$ cat config.mk
export PLATFORM = sky130hd
export DESIGN_NAME = glitch_ctrl
export DESIGN_NICKNAME = d
export VERILOG_FILES = /design/src/rtl/glitch_ctrl.sv
export SDC_FILE = /design/constraint.sdc
export NUM_CORES = 1
export LEC_CHECK = 0
export CAP_MARGIN = 20
export CORE_MARGIN = 2
export CORE_UTILIZATION = 45
export DETAILED_ROUTE_END_ITERATION = 8
export HOLD_SLACK_MARGIN = 0.12
export PLACE_DENSITY = 0.66
export SYNTH_ARGS = -nofsm -noshare
export SYNTH_HDL_FRONTEND = slang
export SYNTH_SLANG_ARGS = --single-unit
$ cat constraint.sdc
create_clock -name clk -period 2.6 [get_ports clk]
set_input_delay 0.26 -clock clk [delete_from_list [all_inputs] [get_ports clk]]
set_output_delay 0.26 -clock clk [all_outputs]
set_load 0.005 [all_outputs]
$ cat src/rtl/glitch_ctrl.sv
// Fault-injection glitch controller: arms with a delay/width pair, then fires a
// single registered glitch pulse a fixed number of cycles after a trigger edge.
module glitch_ctrl #(
  parameter int SYNC_STAGES = 2,
  parameter int HOLDOFF     = 16
) (
  input  logic        clk,
  input  logic        rst_n,
  input  logic        arm,
  input  logic [15:0] delay_in,
  input  logic [7:0]  width_in,
  input  logic        trigger,
  input  logic        abort,
  output logic        glitch_out,
  output logic        armed,
  output logic        busy,
  output logic        done
);

  localparam int HW = (HOLDOFF > 1) ? $clog2(HOLDOFF) : 1;

  typedef enum logic [2:0] {
    ST_IDLE    = 3'd0,
    ST_ARMED   = 3'd1,
    ST_DELAY   = 3'd2,
    ST_GLITCH  = 3'd3,
    ST_HOLDOFF = 3'd4
  } state_t;

  state_t                 state_r;
  logic [SYNC_STAGES-1:0] sync_r;
  logic                   trig_d_r;
  logic                   trig_rise_s;
  logic [15:0]            dly_r;
  logic [7:0]             wid_r;
  logic [15:0]            dcnt_r;
  logic [7:0]             wcnt_r;
  logic [HW-1:0]          hcnt_r;

  // Trigger synchronizer chain and edge-detect register.
  always_ff @(posedge clk or negedge rst_n) begin
    if (!rst_n) begin
      sync_r   <= '0;
      trig_d_r <= 1'b0;
    end else begin
      sync_r   <= {sync_r[SYNC_STAGES-2:0], trigger};
      trig_d_r <= sync_r[SYNC_STAGES-1];
    end
  end

  assign trig_rise_s = sync_r[SYNC_STAGES-1] & ~trig_d_r;

  // Shot sequencer; outputs are set on the same edge as the state they describe.
  always_ff @(posedge clk or negedge rst_n) begin
    if (!rst_n) begin
      state_r    <= ST_IDLE;
      dly_r      <= 16'd0;
      wid_r      <= 8'd0;
      dcnt_r     <= 16'd0;
      wcnt_r     <= 8'd0;
      hcnt_r     <= '0;
      glitch_out <= 1'b0;
      armed      <= 1'b0;
      busy       <= 1'b0;
      done       <= 1'b0;
    end else if (abort) begin
      state_r    <= ST_IDLE;
      dcnt_r     <= 16'd0;
      wcnt_r     <= 8'd0;
      hcnt_r     <= '0;
      glitch_out <= 1'b0;
      armed      <= 1'b0;
      busy       <= 1'b0;
      done       <= 1'b0;
    end else begin
      done <= 1'b0;
      case (state_r)
        ST_IDLE: begin
          glitch_out <= 1'b0;
          // A trigger edge coinciding with arm is deliberately dropped.
          if (arm) begin
            dly_r   <= delay_in;
            wid_r   <= width_in;
            state_r <= ST_ARMED;
            armed   <= 1'b1;
            busy    <= 1'b1;
          end else begin
            armed <= 1'b0;
            busy  <= 1'b0;
          end
        end
        ST_ARMED: begin
          if (trig_rise_s) begin
            armed <= 1'b0;
            if (dly_r == 16'd0) begin
              state_r    <= ST_GLITCH;
              wcnt_r     <= wid_r;
              glitch_out <= (wid_r != 8'd0);
            end else begin
              state_r <= ST_DELAY;
              dcnt_r  <= dly_r;
            end
          end else begin
            armed <= 1'b1;
          end
        end
        ST_DELAY: begin
          if (dcnt_r <= 16'd1) begin
            dcnt_r     <= 16'd0;
            state_r    <= ST_GLITCH;
            wcnt_r     <= wid_r;
            glitch_out <= (wid_r != 8'd0);
          end else begin
            dcnt_r <= dcnt_r - 16'd1;
          end
        end
        ST_GLITCH: begin
          // wcnt_r counts the high cycles remaining, including the current one.
          if (wcnt_r <= 8'd1) begin
            wcnt_r     <= 8'd0;
            glitch_out <= 1'b0;
            done       <= 1'b1;
            hcnt_r     <= HW'(HOLDOFF - 1);
            state_r    <= ST_HOLDOFF;
          end else begin
            wcnt_r <= wcnt_r - 8'd1;
          end
        end
        ST_HOLDOFF: begin
          if (hcnt_r == '0) begin
            state_r <= ST_IDLE;
            busy    <= 1'b0;
          end else begin
            hcnt_r <= hcnt_r - HW'(1);
          end
        end
        default: begin
          state_r    <= ST_IDLE;
          glitch_out <= 1'b0;
          armed      <= 1'b0;
          busy       <= 1'b0;
        end
      endcase
    end
  end

endmodule

### Word level (Yosys, flattened, before mapping)

Cells that the tools add are included.
W data, S select, Z words.

| operators by class | value |
|---|---|
| div/mod/pow operators | 0 |
| shifts and indexed selects | 0 |
| multiplexer cells | 39 |
| add/subtract/negate cells | 3 |
| $lt $le $gt $ge | 2 |
| equal/unequal tests | 15 |
| reductions and logical operators | 16 |
| multiply operators | 0 |
| bitwise gates (word level) | 3 |

Operators with widths:

| cell | number |
|---|---|
| $mux W16 | 4 |
| $mux W8 | 5 |
| $pmux W16 S2 | 1 |
| $ne A3 B3 Y1 const B | 8 |
| $pmux W8 S3 | 1 |
| $mux W3 | 6 |
| $le A16 B1 Y1 const B | 1 |
| $logic_not A16 Y1 | 1 |
| $sub A16 B1 Y16 const B | 1 |
| $pmux W3 S5 | 1 |
| $mux W1 | 14 |
| $mux W4 | 3 |
| $reduce_and A5 Y1 | 2 |
| $reduce_and A3 Y1 | 3 |
| $le A8 B1 Y1 const B | 1 |
| $pmux W4 S2 | 1 |
| $reduce_bool A8 Y1 | 1 |
| $sub A8 B1 Y8 const B | 1 |
| $eq A3 B2 Y1 const B | 2 |
| $pmux W1 S3 | 2 |
| $reduce_bool A3 Y1 | 2 |
| $reduce_or A3 Y1 | 2 |
| $logic_not A4 Y1 | 1 |
| $ne A2 B1 Y1 const B | 2 |
| 11 further kinds | 12 |

| storage, ports and cells | value |
|---|---|
| bits in read-only memories | 0 |
| bits in registers | 62 |
| bits in latches | 0 |
| bits of input ports | 29 |
| logic and storage cells | 90 |
| output and inout bits | 4 |
| RAM bits | 0 |
| memories | 0 |

### Depth between registers and ports, before layout

| depth | value |
|---|---|
| depth after elaboration | 5 |
| depth in mapped cells | 9 |
| gate-level depth less buffers | 7 |

### Worst setup path after synthesis

OpenSTA, ideal clock, no wires.

| timing path | value |
|---|---|
| path type | reg2reg |
| from | reg wcnt_r[0] |
| to | reg wcnt_r[6] |
| arrival | 1,890 ps |
| setup slack | 632 ps |
| stages on the path, launching flop included | 8 |
| buffers on the path | 0 |
| period minus slack after synthesis | 1,968 ps |
| setup time | 78 ps |
| required time | 2,522 ps |
| cells stage by stage | dfrtp_1 inv_1 ha_1 or3b_2 or4_1 a31oi_1 nand4_1 a21oi_1 |

| between the ends | value |
|---|---|
| longest elaborated chain between the ends | 4 |
| elaborated cells on any way between the ends | 5 |
| those cells by class | add/sub: 1; order compare: 1; mux: 3 |

Ends and longest elaborated chain:

| element | RTL line | RTL |
|---|---|---|
| start: declaration | 37 | `logic [7:0] wcnt_r;` |
| start signal: assignment | 97 | `wcnt_r <= wid_r;` |
| start signal: assignment | 111 | `wcnt_r <= wid_r;` |
| start signal: assignment | 126 | `wcnt_r <= wcnt_r - 8'd1;` |
| $sub A8 B1 Y8 / $le A8 B1 Y1 (equally long branches) | 126, 119 |  |
| $mux W8 (*) | 119 | `if (wcnt_r <= 8'd1) begin` |
| $pmux W8 S3 (*) | 77 | `case (state_r)` |
| $mux W8 (*) | 66 | `end else if (abort) begin` |

Mark *: on every way between the ends. The rest lies on a longest branch, timed or not.
A chain may end at the register's enable or synchronous reset.

### Worst setup path in the final report

| timing path | value |
|---|---|
| from | reg dly_r[11] |
| to | reg wcnt_r[4] |

| between the ends | value |
|---|---|
| longest elaborated chain between the ends | 3 |

Ends and longest elaborated chain:

| element | RTL line | RTL |
|---|---|---|
| start: declaration | 34 | `logic [15:0] dly_r;` |
| start signal: assignment | 82 | `dly_r <= delay_in;` |
| $logic_not A16 Y1 | 95 | `if (dly_r == 16'd0) begin` |
| $ne A3 B3 Y1 (no line) | - |  |
| $reduce_and A4 Y1 (no line) | - |  |

Every way passes these cells.

==> flow_summary.toml <==
[pwr]
p_per_area_nw_per_um2 = 694
vdd_ir_drop_max_mv = 0.470
power_leakage_nw = 1.68
seqPwrFrac_pct = 42.6
internal-power_mw = 1.98
power_switching_mw = 0.890
clock_power_share_pct = 33.7
power_switching_share_pct = 31.0
share_comb_of_total_power_pct = 23.7

[timing]
period_needed_ps = 2360
finalSetupViolations = 0
max_slew.worst_pin.slew_ps = 784
setup_total_negative_slack_ps = 0
post-route-period-util_pct = 90.7
slew_headroom_pct = 47.7
timing.fmax_mhz = 424
finalHoldViolCount = 0
rsz0062_at_grt = "false"
final_report_max_slew_violation_count = 0
hold-worst-slack_ps = 78.8
clock-skew-final_ps = 5.04

[drt]
drc_violations_left = 0
wl_um = 8080
route.vias.total = 2957
detail_route.iter0.violations = 213
drt-vias-per-instance = 6.07
postRouteAntennaNets = 0
wl_per_cell_um = 16.6
drt_pre_antenna_iters = 6

[logic_synthesis]
share_of_the_synthesized_area_in_the_top_cell_type_pct = 44.5
synth-edff-count = 0
seq_area_frac_synth_pct = 44.5
synth_largest_area_cell = "dfrtp_1"
post_synth_instance_area_sq_um = 3490
synth_flop_cell = "dfrtp_1"
synth-warning-count = 0
postSynth.asyncResetShare_pct = 100
synth.area.top_cells = "dfrtp_1 44%, mux2_2 7.8%, nor2_1 2.8%, nor4_1 2.7%, a221oi_1 2.5%"
synthCells = 349
avgSynthCellArea_sq_um = 9.99
postSynthRegisterBits = 62
netlist-cell-type-count = 62
synth_fp_nets = 383

[finish]
final-seq-area_sq_um = 1550
most-common-layout-cells = "62 x dfrtp_1, 31 x clkdlybuf4s50_1, 26 x nor2_1, 24 x mux2_2"
filler_cell_count = 690
final_cell_count_no_fill = 487
net_count_reported_at_finish = 414
multiInputGateArea_sq_um = 1770
syn2layout_area_growth_pct = 18.7
most_common_cell_after_layout_fill_and_taps_aside = "dfrtp_1"
final_cell_area_sq_um = 4140
final_core_util_pct = 54.4
antenna_cell_count = 0
drive_above_1_share_pct = 17.7

[critical_path]
critPathLaunchType = "flip-flop"
crit_required_ps = 2820
crit-reg2reg-launch = "dly_r[11]"
rr_worst_depth = 5
timing_worst_setup_path_type = "reg -> reg"
cpPeakStageDelay_ps = 490
critical_path_peak_fanout = 7
worstPathBufferInverterCount = 0
timing.critical_path.to_type = "flip-flop"
worst-path-stages = 5
worst-r2r-setup-slack_ps = 240
critical_path.startpoint = "dly_r[11]"
slowest_stage = "and4_1"
setup.worst_path.end = "wcnt_r[4]"
cp_data_arrival_time_ps = 2580
worst_r2r_endpoint = "wcnt_r[4]"
path_delay_family = "simple AND/OR/NAND/NOR gates"
crit_path_cell_trace = "nor4_1 -> and4_1 -> a31oi_1 -> a2111oi_0 -> o32ai_1"

[outcome]
outcome = "finished, final reports clean"

[worst_hold_path]
type_of_the_tightest_min_delay_check = "in -> async"

[clock_network]
cts_tree = "done"
tritoncts_num_sinks = 62
clk_pin_slew_ps = 70
num_cts_buffers = 9
hold_buf_cts = 0
clkLatencyLatePin_ps = 340
cts-root-buf = "clkbuf_8"
clock_path_buffers = 2
h-tree-depth = 3

[floorplanning]
die_height_um = 92.0
initial_core_util_pct = 45.8
chipWidth_um = 92.0
placement_rows = 32
area_enclosed_by_the_die_boundary_sq_um = 8470
ios = 33
core_region_area_sq_um = 7610

[placed_design]
port_buffers = 32
numPlacedInstances = 471
post-dp-hpwl_um = 5570
finalWeightedCongestion = 0.870
placed_cell_area_sq_um = 3910

[global_route]
grt_max_degree = 63
global_route_usage_over_all_layers_pct = 20.2
first_global_vias = 2782
global_route.usage.met3_pct = 3.78
overflow = 0
grt_pass1_wl_um = 13800
grt.busiest_layer = "met1"
global_route.usage.met2_pct = 29.8
grt_antenna_before_repair = 0
met1_usage_pct = 30.4

[job]
maxCapViolCount = 0
## synth_stat cells (4+ instances only)
cell and instances:
nor2b_1 4, xor2_1 5, nor2_1 26, ha_1 5, a31oi_1 6, and2_1 4, a221oi_1 10, a211oi_1 10
nand2_1 15, a21oi_1 14, o21ai_0 16, a2111oi_0 5, clkbuf_1 12, mux2_2 24, nor4_1 15, o32ai_1 4
dfrtp_1 62, inv_1 17, nand4_1 4, buf_2 7, nand2b_1 4, o31ai_1 8, nor3_1 17
## power by group through the flow
stage | registers, mW | logic [mW] | clock network, mW
finish | 1.22 | 0.681 | 0.967
global route | 1.24 | 0.745 | 1.03
CTS | 1.22 | 0.673 | 0.977
detailed placement | 1.24 | 0.669 | 0
global placement | 1.23 | 0.661 | 0
floorplan | 1.19 | 0.517 | 0
## final cells by class
class	instances	share of cell area, %
clock buffer	11	3.42
sequential	62	37.5
clock inverter	5	2.00
timing repair buffer	44	9.80
inverter	17	1.54
multi-input combinational	246	42.7
tap	102	3.08
## worst reg2reg max path, cell delays in order, from the launching register on
cell       delay [ps]
dfrtp_1           400
nor4_1            450
and4_1            490
a31oi_1           320
a2111oi_0         450
o32ai_1           120
## through the flow
| stage | total power [mW] | worst slack [ps] |
|---|---|---|
| after floorplan | 1.71 | 632 |
| after global placement | 1.89 | 334 |
| after detailed placement | 1.91 | 241 |
| after CTS | 2.87 | 226 |
| after global routing | 3.01 | 42.7 |
| final | 2.87 | 241 |
## flip-flops by register name, indices dropped and copies added, names as in the netlist, 2 cells and up
name / flops
dcnt_r: 16
dly_r: 16
wcnt_r: 8
wid_r: 8
hcnt_r: 4
state_r: 3
sync_r: 2
## repair_timing
action                     CTS  global route
resized for setup            0             1
setup endpoints to repair    0             3
buffers inserted             0             0
hold endpoints to repair     0             0
## how the worst min path moves through the flow
stage | slack [ps] | from | endpoint | cells past startpoint
2_1_floorplan | -40 | rst_n | armed | 0
3_3_place_gp | 330 | sync_r[0] | sync_r[1] | 0
3_5_place_dp | 350 | sync_r[0] | sync_r[1] | 0
4_1_cts | 120 | rst_n | wid_r[3] | 2
5_1_grt | 160 | rst_n | sync_r[0] | 2
6_report | 80 | rst_n | sync_r[1] | 2
## kinds of logic after synthesis
kind of cell | Yosys count | synth area share [%]
flops | 62 | 44.5
compound gates | 99 | 20.8
mux | 25 | 8.04
simple gates | 111 | 18.2
fa+ha+maj | 5 | 1.79
buf+inv | 41 | 5.09
xor+xnor | 6 | 1.51
## metal layers
layer	vias up	part of all wire, %
met5	-	0
met4	0	0.99
met3	9	6.6
met2	128	44
met1	1431	48
li1	1389	-
No activity file was read; power rests on OpenSTA's default activity.
